[src/rtl/msx_clock_enable_gen.sv]
// MSX clock-enable generator.
// Produces a lock-qualified, stretched synchronous reset for the MSX core plus
// single-cycle CPU and PSG clock enables derived from a fractional phase
// accumulator running on the 78 MHz PLL clock. Turbo mode doubles the CPU rate;
// rate changes only take effect on a CPU-enable boundary.
module msx_clock_enable_gen #(
  parameter int ACC_W      = 24,
  parameter int INC_NORMAL = 769933,
  parameter int INC_TURBO  = 1539866,
  parameter int RST_CYCLES = 65535,
  parameter int CNT_W      = 16
) (
  input  logic clk,
  input  logic reset_n,
  input  logic pll_lock,
  input  logic turbo,
  output logic sys_rst_n,
  output logic cpu_en,
  output logic psg_en,
  output logic turbo_active
);

  typedef enum logic {
    HOLD = 1'b0,
    RUN  = 1'b1
  } state_t;

  localparam logic [ACC_W-1:0] INC_N    = ACC_W'(INC_NORMAL);
  localparam logic [ACC_W-1:0] INC_T    = ACC_W'(INC_TURBO);
  localparam logic [CNT_W-1:0] CNT_LAST = CNT_W'(RST_CYCLES - 1);

  state_t           state;
  state_t           state_next;
  logic             lock_meta;
  logic             lock_s;
  logic [CNT_W-1:0] cnt;
  logic [CNT_W-1:0] cnt_next;
  logic [ACC_W-1:0] acc;
  logic [ACC_W-1:0] acc_next;
  logic [ACC_W-1:0] inc_sel;
  logic             carry;
  logic             psg_toggle;

  // One accumulation step, one bit wider than the accumulator so the
  // wrap-around shows up as the carry bit.
  function automatic logic [ACC_W:0] phase_step(input logic [ACC_W-1:0] a,
                                                input logic [ACC_W-1:0] inc);
    return {1'b0, a} + {1'b0, inc};
  endfunction

  // Two-flop synchroniser for the asynchronous PLL lock indication.
  always_ff @(posedge clk or negedge reset_n) begin
    if (!reset_n) begin
      lock_meta <= 1'b0;
      lock_s    <= 1'b0;
    end else begin
      lock_meta <= pll_lock;
      lock_s    <= lock_meta;
    end
  end

  // Reset FSM state and stretch counter registers.
  always_ff @(posedge clk or negedge reset_n) begin
    if (!reset_n) begin
      state <= HOLD;
      cnt   <= '0;
    end else begin
      state <= state_next;
      cnt   <= cnt_next;
    end
  end

  // Reset FSM next state: count lock-qualified cycles in HOLD, drop back on lock loss.
  always_comb begin
    state_next = state;
    cnt_next   = cnt;
    case (state)
      HOLD: begin
        if (!lock_s) begin
          cnt_next = '0;
        end else if (cnt == CNT_LAST) begin
          state_next = RUN;
          cnt_next   = '0;
        end else begin
          cnt_next = cnt + CNT_W'(1);
        end
      end
      RUN: begin
        if (!lock_s) begin
          state_next = HOLD;
          cnt_next   = '0;
        end
      end
      default: begin
        state_next = HOLD;
        cnt_next   = '0;
      end
    endcase
  end

  // The core reset follows the FSM state directly, so it drops asynchronously with reset_n.
  assign sys_rst_n = (state == RUN);

  // Phase accumulator sum; the increment in effect only changes on a carry.
  always_comb begin
    inc_sel           = turbo_active ? INC_T : INC_N;
    {carry, acc_next} = phase_step(acc, inc_sel);
  end

  // Accumulator, enables, PSG divider and rate selection; all parked while in HOLD.
  always_ff @(posedge clk or negedge reset_n) begin
    if (!reset_n) begin
      acc          <= '0;
      cpu_en       <= 1'b0;
      psg_en       <= 1'b0;
      psg_toggle   <= 1'b0;
      turbo_active <= 1'b0;
    end else if (state == HOLD) begin
      acc          <= '0;
      cpu_en       <= 1'b0;
      psg_en       <= 1'b0;
      psg_toggle   <= 1'b0;
      turbo_active <= turbo;
    end else begin
      acc    <= acc_next;
      cpu_en <= carry;
      psg_en <= carry & psg_toggle;
      if (carry) begin
        psg_toggle   <= ~psg_toggle;
        turbo_active <= turbo;
      end
    end
  end

endmodule

[config.mk]
export PLATFORM = sky130hd
export DESIGN_NAME = msx_clock_enable_gen
export DESIGN_NICKNAME = d
export VERILOG_FILES = /design/src/rtl/msx_clock_enable_gen.sv
export SDC_FILE = /design/constraint.sdc
export NUM_CORES = 1
export LEC_CHECK = 0
export ABC_AREA = 1
export CORE_UTILIZATION = 40
export CTS_CLUSTER_DIAMETER = 60
export CTS_CLUSTER_SIZE = 28
export DETAILED_ROUTE_END_ITERATION = 6
export PLACE_DENSITY = 0.57
export SYNTH_ARGS = -nofsm -noshare
export SYNTH_HDL_FRONTEND = slang
export SYNTH_SLANG_ARGS = --single-unit
export TNS_END_PERCENT = 1
[constraint.sdc]
create_clock -name clk -period 2.15 [get_ports clk]
set_clock_uncertainty 0.15 [all_clocks]
set_input_delay 0.43 -clock clk [delete_from_list [all_inputs] [get_ports clk]]
set_output_delay 0.43 -clock clk [all_outputs]
set_load 0.03 [all_outputs]
; Word-level counts from Yosys, hierarchy flattened
; Cells that the tools add are included.
[classes]
n_addsub = 2
n_bitwise = 3
n_eq_ne = 3
muxes = 16
[op_table]
columns = operator, n
row1 = two-way mux 16 bit, 3
row2 = one-hot mux 16 bit (2 select lines), 1
row3 = adder 24 x 21 -> 25 bit, 1
row4 = two-way mux 24 bit, 1
row5 = two-way mux 21 bit, 1
row6 = "adder 16 x 1 -> 16 bit, second input constant", 1
row7 = "equality test 16 bit, second input constant", 1
row8 = two-way mux 1 bit, 9
row9 = "inequality test 2 x 1 -> 1 bit, second input constant", 1
row10 = "inequality test 2 bit, second input constant", 1
row11 = NOT 1 bit, 2
row12 = one-hot mux 1 bit (2 select lines), 1
row13 = bitwise AND 1 bit, 1
[word_totals]
output_inout_bits = 4
ff_bits = 47

; Depth between registers and ports, before layout
; Gate-level depths: netlist (run 1).
[logic_depth]
depth_word = 4
mapped_depth = 12
ltp_nobuf = 12

; Least setup slack after synthesis (run 1)
; No wires, ideal clock.
[synth_timing]
kind = register to register
start = register turbo_active
end = register turbo_active
path_slack_ns = -0.240
t_arrival_ns = 2.175
synth_period_minus_slack_ns = 2.390
stages_incl_launch_ff = 13
setup_ns = 0.065
path_cell_list = dfrtp_1 > inv_1 > ha_1 > fa_1 > nand2_1 > nand2_1 > nand2_1 > nand2_1 > nand3_1 > nand3_2 > nor2_2 > nand2_1 > nand2_1
[synth_between]
elab_chain_cells = 3
[synth_lines]
columns = element, line_no
row1 = "start, declared", 20  ; output logic turbo_active
row2 = "start signal, assigned", 123  ; turbo_active <= turbo;
row3 = "start signal, assigned", 130  ; turbo_active <= turbo;
row4 = two-way mux 21 bit, 106  ; inc_sel = turbo_active ? INC_T : INC_N;
row5 = adder 24 x 21 -> 25 bit, 48  ; return {1'b0, a} + {1'b0, inc};
row6 = inequality test 2 x 1 -> 1 bit (no source line), -
; No other way between the ends.
; A chain may end at the register's enable or synchronous reset.

; Final worst setup path (run 1)
[layout_timing]
start = register turbo_active
end = register acc[12]
[layout_between]
elab_chain_cells = 3
[layout_lines]
columns = element, line_no
row1 = two-way mux 21 bit, 106
row2 = adder 24 x 21 -> 25 bit, 48
row3 = two-way mux 24 bit, 118  ; end else if (state == HOLD) begin
row4 = "end signal, assigned", 125  ; acc <= acc_next;
row5 = "end, declared", 38  ; logic [ACC_W-1:0] acc;
; No other way between the ends.

==> Implementation_results.wiki, run 1 <==
{| class="wikitable"
! Metric !! Value
|-
| Fraction of final layout cells sized beyond drive strength 1 || 13.1%
|-
| Peak per-stage delay on the critical path || 0.43 ns
|-
| Area of the mapped netlist || 0.00322 sq mm
|-
| Final count of hold timing violations || 0
|-
| Die boundary height || 91.7 microns
|-
| Run status || finished, final reports clean
|-
| Share of synthesized area occupied by flip-flops and latches || 36.5%
|-
| Initial Util || 41.5%
|-
| Critical path class || flop to flop
|-
| Start point of the worst min-delay path || lock_meta
|-
| Vias in the first global route || 2980
|-
| Clock root cell || clkbuf_8
|-
| Kind of path behind the tightest hold check || flop to flop
|-
| Final min period || 2.04 ns
|-
| Library cell appearing most often on the critical path || nand2_1
|-
| Uppermost layer routed || met4
|-
| Overall global routing resource usage || 20.6%
|-
| DRT antenna net count || 0
|-
| First-pass GRT wire length || 13700 microns
|-
| Synthesized area per cell || 6.75 sq um
|-
| Layout area overhead || 13.7%
|-
| Port buffer count || 7
|-
| Xor/xnor cell area share of the yosys netlist || 2.17%
|-
| Required time at the worst-slack endpoint || 2.19 ns
|-
| Multiplexer fraction of the synthesized cell area || 0%
|-
| Cell chain of the critical path || buf_4, fa_2, nand2_2, nand2_1, nand2_1, nand2_1, inv_1, nand2_1, o21ai_0, a21oi_1
|-
| Period Utilization, post-route || 94.8%
|-
| Initial antenna violation count || 0
|-
| Wire length reported by the detailed router || 7970 microns
|-
| Number of detailed-routing iterations run before antenna repair || 4
|-
| Clock sink total || 47
|-
| Crit-path max FO || 7
|-
| Reg2Reg Capture Point || acc[12]
|-
| Worst VDD drop || 0.000274 V
|-
| Fraction of the mapped netlist area in compound gates || 8.47%
|-
| Synthesized net count || 494
|-
| Via density || 4.93
|-
| Actual slew at the worst max-slew pin || 0.615 ns
|-
| Die width || 91.7 microns
|-
| Remaining routing DRC violations || 0
|-
| Register-to-register setup slack || 0.11 ns
|-
| Static leakage || 1.95 nW
|-
| Pins Over Slew Limit || 0
|-
| Synthesized netlist cell count || 477
|-
| Slowest library cell on the worst path || dfrtp_2
|-
| Cells on Worst Hold Path || 0
|-
| Capture endpoint of the worst hold path || lock_s
|-
| H-Tree Depth || 2
|-
| Number of rows created at floorplan || 32
|-
| Dominant combinational cell family by area after synthesis || simple AND/OR/NAND/NOR gates
|-
| Final #Nets || 514
|-
| Routed wire length on met2 || 3770 microns
|-
| Number of buffers added by the clock tree synthesis step || 5
|-
| Footprint of the multi-input gates || 0.00186 sq mm
|-
| Worst hold slack after final layout || 0.203 ns
|-
| RSZ-0062 raised after global routing || yes
|-
| Drt first-iter violations || 121
|-
| Post-Route Setup TNS || 0 ns
|-
| Cell count of the worst reg-to-reg path || 10
|-
| Worst flop-to-flop path startpoint || turbo_active
|-
| Max-Slew Margin vs Limit || 59.0%
|-
| Buffer depth of the longest clock path || 2
|-
| DP Wirelength || 6290 microns
|-
| Num ports || 8
|-
| Max-cap violations || 0
|-
| Met1 WL || 3880 microns
|-
| Number of setup violations in the final report || 0
|-
| Routed vias || 2954
|-
| Largest net degree at the start of global routing || 25
|-
| Netlist cell types || 31
|-
| Die area || 0.00842 sq mm
|-
| Routed wire length per instance || 13.3 microns
|-
| Number of diodes added for antenna fixing || 0
|-
| Adder-Cell Fraction of Synth Area || 5.28%
|-
| Sequential standard cell area || 0.00118 sq mm
|-
| Overflow after GRT || 0
|-
| Syn. warnings || 0
|-
| RD Place Congestion || 0.945
|-
| TritonCTS clock tree || done
|-
| Worst-skew pair later-pin latency || 0.30 ns
|-
| Clock-pin slew on the worst setup and hold paths || 0.09 ns
|-
| WL met3 || 180 microns
|-
| Data arrival at the endpoint of the critical path || 2.08 ns
|-
| Post-synthesis share of cell area spent on and, or, nand and nor gates || 38.4%
|-
| Sort of element at the end of the critical path || flop
|-
| Utilization of the core after routing || 47.1%
|-
| Power per cell area || 418 mW/mm^2
|-
| Worst Setup Start Kind || flop
|-
| Area inside the core boundary || 0.00777 sq mm
|-
| Fill cell total of the finished layout || 831
|-
| Flip-flop and latch count after synthesis || 47
|-
| Upper clock frequency limit || 491 MHz
|}
[critical path, delay by kind of cell (launching register included)]
family | cells | cell delay, ns
fa+ha+maj | 1 | 0.43
simple gates | 5 | 0.40
compound gates | 2 | 0.21
flops | 1 | 0.43
buf+inv | 2 | 0.32
[synth_stat cells, drive strengths merged]
| cell | count | area (sq um) |
|---|---|---|
| nand2 | 150 | 576 |
| nand3 | 33 | 170 |
| inv | 69 | 259 |
| nand4 | 9 | 68.8 |
| and3 | 1 | 6.26 |
| a21oi | 21 | 105 |
| nor2 | 83 | 347 |
| ha | 12 | 150 |
| a21boi | 1 | 11.3 |
| o21ai | 19 | 118 |
| clkinv | 2 | 7.51 |
| o22ai | 5 | 31.3 |
| and2 | 1 | 6.26 |
| nor3 | 9 | 56.3 |
| xor2 | 8 | 70.1 |
| o21bai | 1 | 7.51 |
| dfrtp | 47 | 1180 |
| buf | 4 | 28.8 |
| fa | 1 | 20.0 |
| nand3b | 1 | 7.51 |
[sequential cells by signal, indices dropped and copies added (netlist names)]
name	flops
lock_meta	1
turbo_active	1
psg_en	1
sys_rst_n	1
psg_toggle	1
lock_s	1
cnt	16
cpu_en	1
acc	24
[layer usage]
| layer | GRT usage [%] | up-vias |
|---|---|---|
| met5 | 0 | - |
| li1 | - | 1531 |
| met3 | 2.99 | 13 |
| met1 | 26.9 | 1373 |
| met2 | 35.3 | 37 |
| met4 | 6.51 | 0 |
[timing repair]
item | in CTS | in global routing
setup endpoints to repair | 4 | 20
setup buffers | 0 | 0
hold buffers | 1 | 0
pin swaps | 0 | 1
resized for setup | 3 | 21
hold endpoints to repair | 11 | 0
[report_power, final]
| part | switching (mW) | internal [mW] |
|---|---|---|
| sequential | 0.00719 | 0.891 |
| combinational | 0.0808 | 0.0459 |
| clock | 0.283 | 0.225 |
[kinds of logic (layout without fill, tap and decap cells)]
group                      after synthesis  count (layout)
and+or+nand+nor                        287             287
buffers and inverters                   75              95
AOI/OAI and AO/OA                       47              47
DFF                                     47              47
adders and majority gates               13              13
xor gates and xnor gates                 8               8
[cell usage in the layout, fill, tap and decap left out, types with 2 or more instances in the layout]
master and n:
nand2_1 142, nor2_1 69, inv_1 65, dfrtp_1 46, nand3_1 30, a21oi_1 19
nor2_2 12, o21ai_0 10, buf_4 9, nand2_2 8, nor3_1 8, xor2_1 8
nand4_1 7, o21ai_2 6, ha_1 6, ha_4 6, o22ai_1 5, clkbuf_8 5
inv_2 4, clkdlybuf4s50_1 4, o21ai_1 3, nand3_2 3, nor2_4 2, clkinv_1 2
a21oi_2 2, nand4_2 2, clkbuf_1 2
[how the worst max path moves through the flow]
| stage | start | end | slack (ns) |
|---|---|---|---|
| global route | turbo_active | acc[16] | -0.02 |
| CTS | turbo_active | turbo_active | 0.03 |
| finish | turbo_active | acc[12] | 0.11 |
| floorplan | turbo_active | turbo_active | 0.03 |
| global placement | turbo_active | turbo_active | -0.02 |
| detailed placement | turbo_active | turbo_active | -0.03 |
[final cells by class]
| cell class | instances | share of cell area [%] |
|---|---|---|
| multi-input combinational | 355 | 50.9 |
| clock buffer | 7 | 2.08 |
| timing repair buffer | 17 | 4.13 |
| sequential | 47 | 32.1 |
| inverter | 71 | 7.28 |
| tap | 102 | 3.48 |
[stage by stage]
| stage | cell area [sq um] | cells | setup slack (ns) | power, mW |
|---|---|---|---|---|
| final | 3660 | 599 | 0.111 | 1.53 |
| after global routing | 3660 | 599 | -0.0245 | 1.61 |
| after CTS | 3560 | 599 | 0.0280 | 1.55 |
| after detailed placement | 3470 | 591 | -0.0271 | 1.03 |
| after global placement | 3470 | 591 | -0.0157 | 1.03 |
| after floorplan | 3230 | 477 | 0.0319 | 0.979 |
Power figures use the tool's default switching activity.
==> inputs of run 2 (changes only) <==
ABC_CLOCK_PERIOD_IN_PS = 2000   (was default)
MAX_ROUTING_LAYER = met4   (was default)
PLACE_DENSITY = 0.55   (was 0.57)
clock period = 2 ns   (was 2.15 ns; I/O delays follow)
==> run 2 against run 1 <==
Effect of this change: the run now ends with negative setup slack left; critical path depth rose by 2; core utilization rose by 1.1 points; fmax up 0.17%; largest power group unchanged; critical path type unchanged; largest cell class unchanged; clock power is 27% higher; highest routed layer unchanged; routed wire length is 2.6% higher; count of clock-buffer cells in the layout up 1.
==> Implementation_results.wiki, run 2 (synthesis gave the netlist of run 1 again) <==
{| class="wikitable"
! Metric !! Value
|-
| Sort of element at the end of the critical path || flop
|-
| Max-Slew Margin vs Limit || 78.5% (+19 points)
|-
| Launch point of the worst path || turbo_active
|-
| Die width || 91.7 microns (unchanged)
|-
| Reg2Reg Capture Point || turbo_active
|-
| Slowest library cell on the worst path || dfrtp_2
|-
| Kind of path behind the tightest hold check || flop to flop
|-
| Clock network fraction of design power || 37.0% (+3.9 points)
|-
| Register containing the most flip-flops in the final layout || acc
|-
| Initial Util || 41.5% (unchanged)
|-
| First-pass GRT wire length || 14200 microns (+3.8%)
|-
| Worst flop-to-flop path startpoint || turbo_active
|-
| NetSw || 425 uW (+15%)
|-
| Library cell appearing most often on the critical path || nand2_1
|-
| Cell count of the worst reg-to-reg path || 12 (+2)
|-
| Flip-flop count of the largest register after layout || 24 (unchanged)
|-
| Port buffer count || 7 (unchanged)
|-
| Post-place setup slack || -0.153 ns (-0.126 ns)
|-
| Number of rows created at floorplan || 32 (unchanged)
|-
| Register-to-register setup slack || -0.04 ns (-0.15 ns)
|-
| Actual slew at the worst max-slew pin || 0.320 ns (-0.295 ns)
|-
| Power per cell area || 467 mW/mm^2 (+12%)
|-
| Clock sink total || 47 (unchanged)
|-
| Num ports || 8 (unchanged)
|-
| Number of buffers added by the clock tree synthesis step || 5 (unchanged)
|-
| Utilization of the core after routing || 48.2% (+1.1 points)
|-
| Crit path capture || turbo_active
|-
| Clock-pin slew on the worst setup and hold paths || 0.09 ns (about the same)
|-
| Upper clock frequency limit || 491 MHz (+0.17%)
|-
| TritonCTS clock tree || done
|-
| Final min period || 2.04 ns (-0.00336 ns)
|-
| RSZ-0062 raised after global routing || yes
|-
| Data arrival at the endpoint of the critical path || 2.13 ns (+0.05 ns)
|-
| Cell internal power dissipation || 1.32 mW (+14%)
|-
| Required time at the worst-slack endpoint || 2.09 ns (-0.10 ns)
|-
| Initial antenna violation count || 0 (unchanged)
|-
| Worst Setup Start Kind || flop
|-
| Clock root cell || clkbuf_8
|-
| RD Place Congestion || 0.945 (about the same)
|-
| Relative contribution of combinational cells to total power || 7.7% (-0.6 points)
|-
| Wire length reported by the detailed router || 8180 microns (+2.6%)
|-
| Violations in the final reports || negative setup slack
|-
| Crit-path max FO || 6 (-1)
|-
| DP Wirelength || 6370 microns (+1.2%)
|-
| Overflow after GRT || 0 (unchanged)
|-
| Leading cell type in the layout, fill and taps excluded || nand2_1
|-
| Static leakage || 2.00 nW (+2.8%)
|-
| Drt first-iter violations || 160 (+32%)
|-
| DRT antenna net count || 0 (unchanged)
|-
| Worst hold slack after final layout || 0.206 ns (+0.00286 ns)
|-
| Period Utilization, post-route || 102% (+6.9 points)
|-
| Crit path buf inv count || 1 (-1)
|-
| Power share of the sequential group || 55.3% (-3.3 points)
|-
| Most frequent cells in the layout || nand2_1, nor2_1, inv_1
|-
| Buffer depth of the longest clock path || 2 (unchanged)
|-
| Layout area overhead || 16.3%
|-
| Net Sw Frac || 24.3% (+0.10 points)
|-
| CP top delay family || simple AND/OR/NAND/NOR gates
|-
| Fraction of final layout cells sized beyond drive strength 1 || 15.7% (+2.7 points)
|-
| Cell chain of the critical path || inv_4, ha_4, fa_2, nand2_2, nand2_1, nand2_1, nand2_2, nand3_2, nand3_2, nor2_2, nand2_1, nand2_1
|-
| Fill cell total of the finished layout || 807 (-2.9%)
|-
| Critical path depth in cells || 12 (+2)
|-
| Worst-skew pair later-pin latency || 0.31 ns (about the same)
|-
| Final std cells w/o fill || 610 (+1.8%)
|-
| Vias in the first global route || 3007 (+0.91%)
|-
| Run status || complete, but fails checks
|-
| Final count of hold timing violations || 0 (unchanged)
|-
| Worst VDD drop || 0.000268 V (-2.1%)
|-
| H-Tree Depth || 2 (unchanged)
|-
| Peak per-stage delay on the critical path || 0.47 ns (+0.04 ns)
|-
| Final #Nets || 524 (+1.9%)
|-
| Remaining routing DRC violations || 0 (unchanged)
|-
| Routed wire length per instance || 13.4 microns (+0.80%)
|-
| Number of placed cells counting well taps || 601 (+1.7%)
|-
| Overall global routing resource usage || 22.0% (+1.4 points)
|-
| Number of setup violations in the final report || 7 (+7)
|-
| Max-cap violations || 0 (unchanged)
|-
| Largest net degree at the start of global routing || 26 (+4.0%)
|-
| Number of diodes added for antenna fixing || 0 (unchanged)
|-
| Critical path class || flop to flop
|-
| Least setup slack across all paths after layout || -0.0353 ns (-0.147 ns)
|-
| Area inside the core boundary || 0.00777 sq mm (unchanged)
|-
| Pins Over Slew Limit || 0 (unchanged)
|-
| Routed vias || 3000 (+1.6%)
|-
| Number of detailed-routing iterations run before antenna repair || 4 (unchanged)
|-
| Largest registers || acc x24, cnt x16
|-
| Die area || 0.00842 sq mm (unchanged)
|-
| Via density || 4.92 (-0.27%)
|-
| Cells on Worst Hold Path || 0 (unchanged)
|-
| Post-Route Setup TNS || -0.142 ns (-0.142 ns)
|-
| Die boundary height || 91.7 microns (unchanged)
|}
-- run 2: changes by cell type in the layout (fill, tap and decap cells not counted), moves of 2 or more --
| cell | delta |
|---|---|
| clkbuf_8 | +2 |
| ha_4 | -3 |
| nand2_1 | -3 |
| buf_4 | +10 |
| ha_2 | +2 |
| nand2_2 | +3 |
-- run 2: what timing repair did --
| action | in CTS | in global routing |
|---|---|---|
| pin swaps | 0 | 1 |
| buffers inserted | 0 | 0 |
| gates resized for setup | 9 | 11 |
| hold buffers | 1 | 0 |
| cloned | 0 | 0 |
| hold endpoints to repair | 7 | 0 |
| endpoints found under the setup margin | 21 | 22 |
-- run 2: power by group through the flow --
stage	clock, mW	combinational, mW	sequential (mW)
2_1_floorplan	0	0.0667	0.987
3_3_place_gp	0	0.129	0.986
3_5_place_dp	0	0.130	0.986
4_1_cts	0.672	0.134	0.967
5_1_grt	0.713	0.152	0.969
6_report	0.647	0.134	0.967
-- run 2: stage by stage --
step,instance area (sq um),total power [mW]
after CTS,3700,1.77
after global routing,3750,1.83
final,3750,1.75
after detailed placement,3560,1.12
after global placement,3560,1.12
after floorplan,3250,1.05
-- run 2: final cells by class --
type	count	area (sq um)	area share [%]
Multi-Input combinational cell	355	1850	49.3
Timing Repair Buffer	27	226	6.05
Clock buffer	8	100	2.67
Inverter	71	269	7.18
Tap cell	102	128	3.41
Sequential cell	47	1180	31.4
-- run 2: worst register-to-register path, cell delays in order (launching register included) --
cell	delay [ns]
dfrtp_2	0.47
inv_4	0.09
ha_4	0.17
fa_2	0.36
nand2_2	0.10
nand2_1	0.07
nand2_1	0.08
nand2_2	0.09
nand3_2	0.09
nand3_2	0.09
nor2_2	0.11
nand2_1	0.06
nand2_1	0.05
-- run 2: worst min path at each step --
stage	start	to
floorplan	reset_n	acc[0]
global placement	reset_n	acc[0]
detailed placement	reset_n	acc[0]
CTS	lock_meta	lock_s
global route	lock_meta	lock_s
finish	lock_meta	lock_s
-- run 2: routing by layer --
metal / routed length (microns) / GRT usage, % / up-vias
met5: 0 / - / -
met4: 134 / 5.86 / 0
met3: 272 / 3.23 / 11
met2: 3960 / 37.4 / 44
met1: 3810 / 27.6 / 1392
li1: - / - / 1553
